<file path="config.mk">
export PLATFORM = sky130hd
export DESIGN_NAME = regfile_wb_arbiter_flat
export DESIGN_NICKNAME = d
export VERILOG_FILES = /design/src/rtl/regfile_wb_arbiter_if.sv /design/src/rtl/regfile_wb_arbiter.sv /design/src/flat_wrapper.sv
export SDC_FILE = /design/constraint.sdc
export NUM_CORES = 1
export LEC_CHECK = 0
export BUFFER_PORTS_ARGS = -buffer_cell sky130_fd_sc_hd__buf_2
export CAP_MARGIN = 10
export CORE_MARGIN = 2
export CORE_UTILIZATION = 40
export DETAILED_ROUTE_END_ITERATION = 12
export GPL_ROUTABILITY_DRIVEN = 0
export GPL_TIMING_DRIVEN = 0
export PLACE_DENSITY = 0.71
export SLEW_MARGIN = 20
export SYNTH_ARGS = -nofsm -noshare
export SYNTH_HDL_FRONTEND = slang
export SYNTH_SLANG_ARGS = --single-unit
export TNS_END_PERCENT = 1
</file>
<file path="constraint.sdc">
create_clock -name clk -period 4.35 [get_ports clk]
set_clock_uncertainty 0.05 [all_clocks]
set_input_delay 1.0875 -clock clk [delete_from_list [all_inputs] [get_ports clk]]
set_output_delay 1.0875 -clock clk [all_outputs]
set_load 0.02 [all_outputs]
</file>
<file path="src/rtl/regfile_wb_arbiter_if.sv">
// Writeback bus between the execute/memory stages, the issue logic and the
// register-file write-port arbiter.
interface regfile_wb_arbiter_if #(
  parameter int XLEN = 64
);
  logic            alu_valid;
  logic [4:0]      alu_rd;
  logic [XLEN-1:0] alu_data;
  logic            lsu_valid;
  logic [4:0]      lsu_rd;
  logic [XLEN-1:0] lsu_data;
  logic            lsu_ready;
  logic            mdu_valid;
  logic [4:0]      mdu_rd;
  logic [XLEN-1:0] mdu_data;
  logic            mdu_ready;
  logic            iss_valid;
  logic [4:0]      iss_rd;
  logic [31:0]     busy;
  logic            alu_stall;
  logic            err;
  logic            wb_we;
  logic [4:0]      wb_rd;
  logic [XLEN-1:0] wb_data;

  modport master (
    output alu_valid, alu_rd, alu_data,
    output lsu_valid, lsu_rd, lsu_data,
    output mdu_valid, mdu_rd, mdu_data,
    output iss_valid, iss_rd,
    input  lsu_ready, mdu_ready, busy, alu_stall, err,
    input  wb_we, wb_rd, wb_data
  );

  modport slave (
    input  alu_valid, alu_rd, alu_data,
    input  lsu_valid, lsu_rd, lsu_data,
    input  mdu_valid, mdu_rd, mdu_data,
    input  iss_valid, iss_rd,
    output lsu_ready, mdu_ready, busy, alu_stall, err,
    output wb_we, wb_rd, wb_data
  );
endinterface

</file>
<file path="src/rtl/regfile_wb_arbiter.sv">
// Arbitrates the single register-file write port among ALU, LSU and MDU and
// tracks a per-register pending-write scoreboard for the hazard unit.
module regfile_wb_arbiter #(
  parameter int XLEN         = 64,
  parameter int STARVE_LIMIT = 4
) (
  input logic                 clk,
  input logic                 rst,
  regfile_wb_arbiter_if.slave bus
);

  typedef enum logic {
    PREF_LSU = 1'b0,
    PREF_MDU = 1'b1
  } rr_t;

  localparam logic [3:0] LIMIT = 4'(STARVE_LIMIT);

  rr_t             rr_reg, rr_next;
  logic [3:0]      starve_reg, starve_next;
  logic            stall_reg, stall_next;
  logic            err_reg, err_next;
  logic [31:0]     busy_reg, busy_next;
  logic            wb_we_reg, wb_we_next;
  logic [4:0]      wb_rd_reg, wb_rd_next;
  logic [XLEN-1:0] wb_data_reg, wb_data_next;

  logic            grant_lsu, grant_mdu, grant_any, iss_set;
  logic [4:0]      g_rd;
  logic [XLEN-1:0] g_data;
  logic [31:0]     clr_vec, set_vec;

  always_comb begin
    grant_lsu = 1'b0;
    grant_mdu = 1'b0;
    g_rd      = bus.alu_rd;
    g_data    = bus.alu_data;
    if (!bus.alu_valid) begin
      grant_lsu = bus.lsu_valid && (rr_reg == PREF_LSU || !bus.mdu_valid);
      grant_mdu = bus.mdu_valid && (rr_reg == PREF_MDU || !bus.lsu_valid);
      if (grant_mdu) begin
        g_rd   = bus.mdu_rd;
        g_data = bus.mdu_data;
      end else begin
        g_rd   = bus.lsu_rd;
        g_data = bus.lsu_data;
      end
    end
    grant_any = bus.alu_valid || grant_lsu || grant_mdu;
    iss_set   = bus.iss_valid && (bus.iss_rd != 5'd0);
  end

  // x0 is never tracked; an issue to the register being retired wins.
  generate
    for (genvar gi = 0; gi < 32; gi++) begin : g_sb
      if (gi == 0) begin : g_x0
        assign clr_vec[gi]   = 1'b0;
        assign set_vec[gi]   = 1'b0;
        assign busy_next[gi] = 1'b0;
      end else begin : g_xn
        assign clr_vec[gi]   = grant_any && (g_rd == 5'(gi));
        assign set_vec[gi]   = iss_set && (bus.iss_rd == 5'(gi));
        assign busy_next[gi] = set_vec[gi] | (busy_reg[gi] & ~clr_vec[gi]);
      end
    end
  endgenerate

  always_comb begin
    err_next = err_reg
             | (bus.alu_valid & stall_reg)
             | (iss_set & busy_reg[bus.iss_rd] & ~clr_vec[bus.iss_rd])
             | (grant_any & (g_rd != 5'd0) & ~busy_reg[g_rd]);

    starve_next = starve_reg;
    if (grant_lsu || grant_mdu || !(bus.lsu_valid || bus.mdu_valid))
      starve_next = 4'd0;
    else if (starve_reg != 4'd15)
      starve_next = starve_reg + 4'd1;
    stall_next = (starve_next >= LIMIT);

    rr_next = rr_reg;
    if (grant_lsu)
      rr_next = PREF_MDU;
    else if (grant_mdu)
      rr_next = PREF_LSU;

    wb_we_next   = 1'b0;
    wb_rd_next   = wb_rd_reg;
    wb_data_next = wb_data_reg;
    if (grant_any) begin
      wb_we_next   = (g_rd != 5'd0);
      wb_rd_next   = g_rd;
      wb_data_next = g_data;
    end
  end

  always_ff @(posedge clk or posedge rst) begin
    if (rst) begin
      rr_reg      <= PREF_LSU;
      starve_reg  <= 4'd0;
      stall_reg   <= 1'b0;
      err_reg     <= 1'b0;
      busy_reg    <= '0;
      wb_we_reg   <= 1'b0;
      wb_rd_reg   <= 5'd0;
      wb_data_reg <= '0;
    end else begin
      rr_reg      <= rr_next;
      starve_reg  <= starve_next;
      stall_reg   <= stall_next;
      err_reg     <= err_next;
      busy_reg    <= busy_next;
      wb_we_reg   <= wb_we_next;
      wb_rd_reg   <= wb_rd_next;
      wb_data_reg <= wb_data_next;
    end
  end

  assign bus.lsu_ready = grant_lsu;
  assign bus.mdu_ready = grant_mdu;
  assign bus.busy      = busy_reg;
  assign bus.alu_stall = stall_reg;
  assign bus.err       = err_reg;
  assign bus.wb_we     = wb_we_reg;
  assign bus.wb_rd     = wb_rd_reg;
  assign bus.wb_data   = wb_data_reg;

endmodule

</file>
<file path="src/flat_wrapper.sv">
// flat-port wrapper written by rule: the top's interface ports become plain ports
module regfile_wb_arbiter_flat 
#(
  parameter int XLEN         = 64,
  parameter int STARVE_LIMIT = 4
)
  (clk, rst, bus_alu_valid, bus_alu_rd, bus_alu_data, bus_lsu_valid, bus_lsu_rd, bus_lsu_data, bus_mdu_valid, bus_mdu_rd, bus_mdu_data, bus_iss_valid, bus_iss_rd, bus_lsu_ready, bus_mdu_ready, bus_busy, bus_alu_stall, bus_err, bus_wb_we, bus_wb_rd, bus_wb_data);
  regfile_wb_arbiter_if #(.XLEN(XLEN)) bus_i ();
  input logic clk;
  input logic rst;
  input wire logic [$bits(bus_i.alu_valid)-1:0] bus_alu_valid;
  input wire logic [$bits(bus_i.alu_rd)-1:0] bus_alu_rd;
  input wire logic [$bits(bus_i.alu_data)-1:0] bus_alu_data;
  input wire logic [$bits(bus_i.lsu_valid)-1:0] bus_lsu_valid;
  input wire logic [$bits(bus_i.lsu_rd)-1:0] bus_lsu_rd;
  input wire logic [$bits(bus_i.lsu_data)-1:0] bus_lsu_data;
  input wire logic [$bits(bus_i.mdu_valid)-1:0] bus_mdu_valid;
  input wire logic [$bits(bus_i.mdu_rd)-1:0] bus_mdu_rd;
  input wire logic [$bits(bus_i.mdu_data)-1:0] bus_mdu_data;
  input wire logic [$bits(bus_i.iss_valid)-1:0] bus_iss_valid;
  input wire logic [$bits(bus_i.iss_rd)-1:0] bus_iss_rd;
  output wire logic [$bits(bus_i.lsu_ready)-1:0] bus_lsu_ready;
  output wire logic [$bits(bus_i.mdu_ready)-1:0] bus_mdu_ready;
  output wire logic [$bits(bus_i.busy)-1:0] bus_busy;
  output wire logic [$bits(bus_i.alu_stall)-1:0] bus_alu_stall;
  output wire logic [$bits(bus_i.err)-1:0] bus_err;
  output wire logic [$bits(bus_i.wb_we)-1:0] bus_wb_we;
  output wire logic [$bits(bus_i.wb_rd)-1:0] bus_wb_rd;
  output wire logic [$bits(bus_i.wb_data)-1:0] bus_wb_data;
  assign bus_i.alu_valid = bus_alu_valid;
  assign bus_i.alu_rd = bus_alu_rd;
  assign bus_i.alu_data = bus_alu_data;
  assign bus_i.lsu_valid = bus_lsu_valid;
  assign bus_i.lsu_rd = bus_lsu_rd;
  assign bus_i.lsu_data = bus_lsu_data;
  assign bus_i.mdu_valid = bus_mdu_valid;
  assign bus_i.mdu_rd = bus_mdu_rd;
  assign bus_i.mdu_data = bus_mdu_data;
  assign bus_i.iss_valid = bus_iss_valid;
  assign bus_i.iss_rd = bus_iss_rd;
  assign bus_lsu_ready = bus_i.lsu_ready;
  assign bus_mdu_ready = bus_i.mdu_ready;
  assign bus_busy = bus_i.busy;
  assign bus_alu_stall = bus_i.alu_stall;
  assign bus_err = bus_i.err;
  assign bus_wb_we = bus_i.wb_we;
  assign bus_wb_rd = bus_i.wb_rd;
  assign bus_wb_data = bus_i.wb_data;
  regfile_wb_arbiter #(.XLEN(XLEN), .STARVE_LIMIT(STARVE_LIMIT)) u_core (.clk(clk), .rst(rst), .bus(bus_i));
endmodule
</file>
==> summary.txt, run 1 <==
Synthesis
  • Post-Syn Area per Cell: 7.79 sq um
  • Syn. warnings: 0
  • Sequential area share after synthesis: 0.415
  • Yosys reg bits: 108
  • Post-synth top area cell: dfrtp_1
  • Async S/R FF share, synth: 1.00
  • Dominant synthesized flop cell: dfrtp_1
  • Number of enable flip-flop cells after synthesis: 0
  • Mapped Nets: 1056
  • Synth cell types: 56
  • Area contributors post-synth: dfrtp_1 41%, o21ai_0 16%, nand3_1 11%, nand2_1 10%, mux4_2 3.8%
  • Top-area cell type share of the netlist area: 0.415
  • Synth Instances: 837
  • Post-Syn Area: 0.00652 sq mm

Finish
  • Max reg flops: 64
  • Most frequent cells in the layout: 323 x buf_2, 204 x o21ai_0, 175 x nand2_1, 140 x nand3_1, 108 x dfrtp_1
  • Area growth from synthesis to layout: 34.2%
  • Layout cells sized above 1: 0.322
  • Fillers: 1591
  • Nets: 1386
  • Commonest non-fill, non-tap cell in the layout: buf_2

Clock network
  • CTS clk-pin slew, worst paths: 0.07 ns
  • Total CTS buffers: 9
  • CTS Sinks: 108
  • CTS resizes: 0
  • CTS tree: yes
  • CTS max path bufs: 2
  • Post-CTS setup buffer count: 0
  • Hold-fix buffers, CTS: 0
  • H-tree levels: 3
  • Clock latency on the worst-skew pair: 0.36 ns
  • CTS Root Cell: clkbuf_16

Timing
  • Hold Fails Final Rpt: 0
  • Minimum clock period after layout: 4.00 ns
  • Slew Limit Fails: 0
  • Final worst-path cycle share: 0.919
  • RSZ-0062 raised after global routing: no
  • Worst-Margin Slew: 0.733 ns
  • Fmax: 0.250 GHz
  • Max_slew headroom: 0.510
  • Hold WS: 0.433 ns
  • Final setup viols: 0

Global routing
  • Vias in the first global route: 7456
  • Total track usage: 0.298
  • Total gr overflow: 0
  • Initial antenna violation count: 5
  • First-pass GRT wire length: 40.4 mm
  • Largest net degree at the start of global routing: 61

Power
  • NetSw: 1.20 mW
  • Int Pwr: 2.08 mW
  • VDD IR-drop max: 0.203 mV
  • Register share of total power: 0.392
  • Clock share of power: 0.279
  • Total power: 3.28 mW
  • Logic gate share of total power: 0.330
  • PD cells: 375 mW/mm^2
  • Leakage power: 4.22 nW
  • Sw Share: 0.366

Critical path
  • Crit path arrival time: 2.86 ns
  • FF-to-FF setup slack: 1.66 ns
  • Worst-path maximum fanout: 10
  • Worst R2R End: u_core.bus.err
  • Worst path cell trace: buf_2, buf_1, clkbuf_1, clkbuf_1, nor2_1, buf_2
  • Critical path capture point type: output pin
  • Largest stage delay, worst path: 0.50 ns
  • Critical path launch point type: primary input
  • CP required: 3.21 ns
  • Setup CP Type: primary input to output pin
  • R2R cell count: 8
  • Worst r2r src: u_core.rr_reg
  • Crit-path slowest cell: buf_1

Die
  • Chip width: 132 microns
  • Ports: 324
  • Row Count: 46
  • Die H: 132 microns
  • Core area: 0.0159 sq mm
  • Die area: 0.0173 sq mm
  • Initial core utilization: 0.410

Placed design
  • Dpl hpwl: 20.4 mm
  • Port Buf Inserts: 318

Route
  • DRT iter0 DRCs: 830
  • Final WL: 26.3 mm
  • Pre-Repair DR Iteration Count: 5
  • Antenna Nets Post-Route: 0
  • Vias post-DR: 7687
  • DR WL/cell: 18.9 microns
  • Via density per instance: 5.52
  • Residual DRC: 0

Min path
  • Hold Path Depth: 2
  • Hold wc startpoint: u_core.bus.wb_rd[0]
  • Worst hold path class: flop to flop
  • Hold EP: u_core.bus.wb_rd[0]

Flow run
  • Count of max-cap constraint violations: 0

Outcome
  • Status: completed
==> cell usage after synthesis (all sizes together) (6+ instances only) <==
cell,number
nor2b,6
mux4,11
buf,15
nand2,175
mux2i,6
a21oi,13
nand2b,9
nor3,7
dfrtp,108
nor2,20
o21ai,211
clkbuf,54
nand3,142
==> metal layers <==
| layer | share of wire | global-route usage | up-vias |
|---|---|---|---|
| met4 | 0.044 | 0.138 | 2 |
| met3 | 0.089 | 0.0748 | 83 |
| li1 | - | - | 3617 |
| met2 | 0.49 | 0.504 | 461 |
| met1 | 0.38 | 0.356 | 3524 |
| met5 | 0.00049 | 0 | - |
==> stage by stage <==
step	utilization	cells	instance area (sq um)	TNS, ns	setup slack [ns]
2_1_floorplan	-	837	6520	0	0.367
3_3_place_gp	0.528	1371	8380	-110.44	-1.03
3_5_place_dp	0.530	1372	8410	0	0.328
4_1_cts	0.550	1388	8740	0	0.311
5_1_grt	0.551	1392	8750	0	0.191
6_report	0.551	1392	8750	0	0.354
==> kinds of logic after synthesis <==
group,share of synthesized area
DFF,0.415
AOI/OAI and AO/OA,0.213
and+or+nand+nor,0.266
xor gates and xnor gates,0.00537
adders and majority gates,0.00192
muxes,0.0507
buffers and inverters,0.0482
other,0.000575
==> power groups by stage <==
| stage | Combinational [mW] | Clock, mW | Sequential (mW) |
|---|---|---|---|
| after global placement | 1.06 | 0 | 1.30 |
| after global routing | 1.18 | 0.960 | 1.30 |
| after detailed placement | 1.08 | 0 | 1.30 |
| after CTS | 1.08 | 0.930 | 1.28 |
| final | 1.08 | 0.915 | 1.29 |
| after floorplan | 0.478 | 0 | 1.44 |
==> worst max-delay path by stage <==
stage                             start                      to  slack, ns  cells after the start
after floorplan                     rst    u_core.bus.alu_stall       0.37                      1
after global placement              rst  u_core.bus.wb_data[11]      -1.03                      2
after detailed placement  bus_alu_valid           bus_mdu_ready       0.33                      6
after CTS                 bus_alu_valid           bus_mdu_ready       0.31                      6
after global routing      bus_alu_valid           bus_mdu_ready       0.19                      6
final                     bus_alu_valid           bus_mdu_ready       0.35                      6
==> worst max-delay path: cells and delay by family <==
| family | cells | cell delay (ns) |
|---|---|---|
| buf+inv | 5 | 1.67 |
| simple gates | 1 | 0.09 |
==> layout make-up <==
class | count | area [sq um] | share of cell area
diodes | 4 | 10.0 | 0.00114
plain buffers | 69 | 295 | 0.0337
clock buffers | 10 | 239 | 0.0273
clock inverters | 6 | 86.3 | 0.00987
inverters | 5 | 23.8 | 0.00272
multi-input cells | 655 | 3500 | 0.400
flip-flops and latches | 108 | 2700 | 0.309
well taps | 216 | 270 | 0.0309
repair buffers | 319 | 1620 | 0.185
(Power assumes the default switching activity.)
==> inputs of run 2 (changes only) <==
--- a/config.mk
+++ b/config.mk
@@ -5,10 +5,12 @@
 export SDC_FILE = /design/constraint.sdc
 export NUM_CORES = 1
 export LEC_CHECK = 0
+export ABC_AREA = 1
 export BUFFER_PORTS_ARGS = -buffer_cell sky130_fd_sc_hd__buf_2
 export CAP_MARGIN = 10
 export CORE_MARGIN = 2
 export CORE_UTILIZATION = 40
+export CTS_BUF_LIST = sky130_fd_sc_hd__clkbuf_8
 export DETAILED_ROUTE_END_ITERATION = 12
 export GPL_ROUTABILITY_DRIVEN = 0
 export GPL_TIMING_DRIVEN = 0
==> constraint.sdc (replaced) <==
create_clock -name clk -period 4.35 [get_ports clk]
set_clock_uncertainty 0.05 [all_clocks]
set_input_delay 1.0875 -clock clk [delete_from_list [all_inputs] [get_ports clk]]
set_output_delay 1.0875 -clock clk [all_outputs]
set_load 0.005 [all_outputs]
==> summary.txt, run 2 <==
Global routing
  • First-pass GRT wire length: 40.2 mm (was 40.4 mm)
  • Total track usage: 0.288 (was 0.298)
  • Total gr overflow: 0 (unchanged)
  • Largest net degree at the start of global routing: 57 (was 61)
  • Initial antenna violation count: 3 (was 5)
  • Vias in the first global route: 7743 (was 7456)

Die
  • Ports: 324 (unchanged)
  • Initial core utilization: 0.406 (was 0.410)
  • Die H: 133 microns (was 132 microns)
  • Row Count: 47 (was 46)
  • Die area: 0.0177 sq mm (was 0.0173 sq mm)
  • Core area: 0.0164 sq mm (was 0.0159 sq mm)
  • Chip width: 133 microns (was 132 microns)

Synthesis
  • Top-area cell type share of the netlist area: 0.406 (was 0.415)
  • Post-Syn Area: 0.00666 sq mm (was 0.00652 sq mm)
  • Mapped Nets: 1194 (was 1056)
  • Syn. warnings: 0 (unchanged)
  • Synth Instances: 975 (was 837)
  • Post-synth top area cell: dfrtp_1 (unchanged)
  • Dominant synthesized flop cell: dfrtp_1 (unchanged)
  • Yosys reg bits: 108 (unchanged)
  • Number of enable flip-flop cells after synthesis: 0 (unchanged)
  • Synth cell types: 35 (was 56)
  • Top cells by count, synth: 363 x nand2_1, 108 x dfrtp_1, 93 x nand3_1 (was 204 x o21ai_0, 175 x nand2_1, 140 x nand3_1)
  • Async S/R FF share, synth: 1.00 (unchanged)
  • Area contributors post-synth: dfrtp_1 41%, nand2_1 20%, o211ai_1 7.3%, nand3_1 7.0%, o21ai_0 6.7% (was dfrtp_1 41%, o21ai_0 16%, nand3_1 11%, nand2_1 10%, mux4_2 3.8%)
  • Sequential area share after synthesis: 0.406 (was 0.415)
  • Post-Syn Area per Cell: 6.83 sq um (was 7.79 sq um)
  • Most frequent cell after synthesis: nand2_1 (was o21ai_0)

Critical path
  • Most used cell, CP: buf_2
  • Setup CP Type: primary input to output pin (unchanged)
  • Worst path cell trace: buf_2, inv_2, buf_2, buf_1, clkbuf_1, nand3_1, inv_1, buf_2 (was buf_2, buf_1, clkbuf_1, clkbuf_1, nor2_1, buf_2)
  • Buffers plus inverters on the worst setup path: 7 (was 5)
  • Critical path launch point type: primary input (unchanged)
  • Critical path capture point type: output pin (unchanged)
  • CP required: 3.21 ns (about the same)
  • Crit-path slowest cell: clkbuf_1 (was buf_1)
  • Worst-path maximum fanout: 10 (unchanged)
  • Largest stage delay, worst path: 0.45 ns (was 0.50 ns)
  • Crit path arrival time: 2.92 ns (was 2.86 ns)
  • Largest delay share family, worst path: buffers and inverters (unchanged)

Finish
  • Nets: 1527 (was 1386)
  • FF+latch area: 0.00270 sq mm (unchanged)
  • Post-route insts no fill: 1535 (was 1392)
  • Most frequent cells in the layout: 363 x nand2_1, 326 x buf_2, 108 x dfrtp_1, 93 x nand3_1, 89 x o21ai_0 (was 323 x buf_2, 204 x o21ai_0, 175 x nand2_1, 140 x nand3_1, 108 x dfrtp_1)
  • Commonest non-fill, non-tap cell in the layout: nand2_1 (was buf_2)
  • Post-layout util: 0.536 (was 0.551)
  • Layout cells sized above 1: 0.292 (was 0.322)
  • Max reg flops: 64 (unchanged)
  • Area growth from synthesis to layout: 32.1% (was 34.2%)
  • Fillers: 1671 (was 1591)
  • Multi-input gate area: 0.00349 sq mm (was 0.00350 sq mm)

Outcome
  • Status: completed (unchanged)

Clock network
  • CTS clk-pin slew, worst paths: 0.10 ns (was 0.07 ns)
  • CTS resizes: 0 (unchanged)
  • H-tree levels: 3 (unchanged)
  • CTS max path bufs: 2 (unchanged)
  • CTS tree: yes (unchanged)
  • Post-CTS setup buffer count: 0 (unchanged)
  • CTS Sinks: 108 (unchanged)
  • Clock latency on the worst-skew pair: 0.40 ns (was 0.36 ns)
  • Total CTS buffers: 9 (unchanged)
  • CTS Root Cell: clkbuf_8 (was clkbuf_16)
  • Hold-fix buffers, CTS: 0 (unchanged)

Power
  • Clock share of power: 0.233 (was 0.279)
  • Leakage power: 4.48 nW (was 4.22 nW)
  • PD cells: 331 mW/mm^2 (was 375 mW/mm^2)
  • Sw Share: 0.364 (was 0.366)
  • Int Pwr: 1.85 mW (was 2.08 mW)
  • Register share of total power: 0.453 (was 0.392)
  • NetSw: 1.06 mW (was 1.20 mW)
  • VDD IR-drop max: 0.148 mV (was 0.203 mV)
  • Total power: 2.91 mW (was 3.28 mW)
  • Logic gate share of total power: 0.313 (was 0.330)

Route
  • DR WL/cell: 16.7 microns (was 18.9 microns)
  • DRT iter0 DRCs: 703 (was 830)
  • Residual DRC: 0 (unchanged)
  • Via density per instance: 5.27 (was 5.52)
  • Antenna Nets Post-Route: 0 (unchanged)
  • Vias post-DR: 8090 (was 7687)
  • Final WL: 25.6 mm (was 26.3 mm)
  • Pre-Repair DR Iteration Count: 5 (unchanged)

Min path
  • Worst hold path class: flop to flop (unchanged)

Timing
  • Max_slew headroom: 0.543 (was 0.510)
  • Slew Limit Fails: 0 (unchanged)
  • Hold Fails Final Rpt: 0 (unchanged)
  • RSZ-0062 raised after global routing: no (unchanged)
  • Final setup viols: 0 (unchanged)
  • Fmax: 0.247 GHz (was 0.250 GHz)
  • Worst-Margin Slew: 0.686 ns (was 0.733 ns)
  • Minimum clock period after layout: 4.06 ns (was 4.00 ns)
  • Final worst-path cycle share: 0.933 (was 0.919)

Placed design
  • Port Buf Inserts: 321 (was 318)
  • Placed cells: 1517 (was 1372)
  • Dpl hpwl: 20.3 mm (was 20.4 mm)

Flow run
  • Count of max-cap constraint violations: 0 (unchanged)
==> run 2: cell count changes in the layout (fill, tap and decap cells not counted), sizes merged, moves of 47 or more <==
cell / before / now
nand2: 175 / 373
o21ai: 211 / 95
o211ai: 1 / 65
nor2: 20 / 82
inv: 6 / 61
nand3: 142 / 95
==> run 2: worst register-to-register path, stage by stage (launching register included) <==
cell and delay [ns]:
dfrtp_1 0.40, nand2_2 0.17, nand2_4 0.10, nand2_1 0.07, nand3_1 0.08, nand2_2 0.22
nand2_1 0.20, nor2_1 0.25, nand3_1 0.10, nand2_1 0.09, nor2_1 0.05, nor2_1 0.11
nor2_1 0.06, nand2_1 0.06, nand2_1 0.07, nand2_1 0.07, nand2_1 0.05
==> run 2: power groups by stage <==
stage | sequential [mW] | combinational [mW] | clock (mW)
6_report | 1.32 | 0.911 | 0.679
2_1_floorplan | 1.32 | 0.455 | 0
5_1_grt | 1.34 | 1.02 | 0.727
4_1_cts | 1.31 | 0.908 | 0.699
3_3_place_gp | 1.33 | 0.889 | 0
3_5_place_dp | 1.33 | 0.907 | 0
==> run 2: cells by family (layout without fill, tap and decap cells) <==
group	count (synthesis)	in the layout	synth area share
AND/OR/NAND/NOR	560	560	0.350
AO/OA/AOI/OAI	187	187	0.170
XOR/XNOR	1	1	0.00131
buffers and inverters	117	455	0.0702
other	1	3	0.000563
adder cells (fa/ha/maj)	1	1	0.00188
flip-flops	108	108	0.406
==> run 2: area by class of cell <==
cell class              instances  share of cell area
multi-input cells             750               0.397
flip-flops and latches        108               0.307
repair buffers                322               0.186
well taps                     220              0.0313
plain buffers                  57              0.0276
inverters                      60              0.0262
clock buffers                  11              0.0172
clock inverters                 5             0.00739
diodes                          2            0.000569
==> run 2: metal layers <==
layer,vias up,track usage,share of wire
met3,84,0.0506,0.084
met5,-,0,0
met4,0,0.154,0.049
li1,3870,-,-
met1,3640,0.361,0.40
met2,496,0.475,0.47
==> run 2: final timing paths <==
path	from	end	slack, ns	cells past startpoint
worst max-delay path	bus_alu_valid	bus_lsu_ready	0.29	8
worst min-delay path	u_core.bus.wb_rd[1]	u_core.bus.wb_rd[1]	0.44	2
worst max register to register	u_core.rr_reg	u_core.bus.err	2.03	16
worst min register to register	u_core.bus.wb_rd[1]	u_core.bus.wb_rd[1]	0.44	2
max in group asynchronous	rst	u_core.bus.err	2.92	3
min in group asynchronous	rst	u_core.bus.wb_data[37]	0.67	2
==> run 2: per-stage QoR <==
step / TNS, ns / hold slack (ns) / instance area [sq um] / setup WS (ns)
floorplan: 0 / 0.423 / 6660 / 0.367
global placement: -101.89 / 0.410 / 8540 / -0.952
detailed placement: 0 / 0.410 / 8580 / 0.246
CTS: 0 / 0.440 / 8790 / 0.242
global route: 0 / 0.460 / 8800 / 0.0801
finish: 0 / 0.440 / 8800 / 0.293
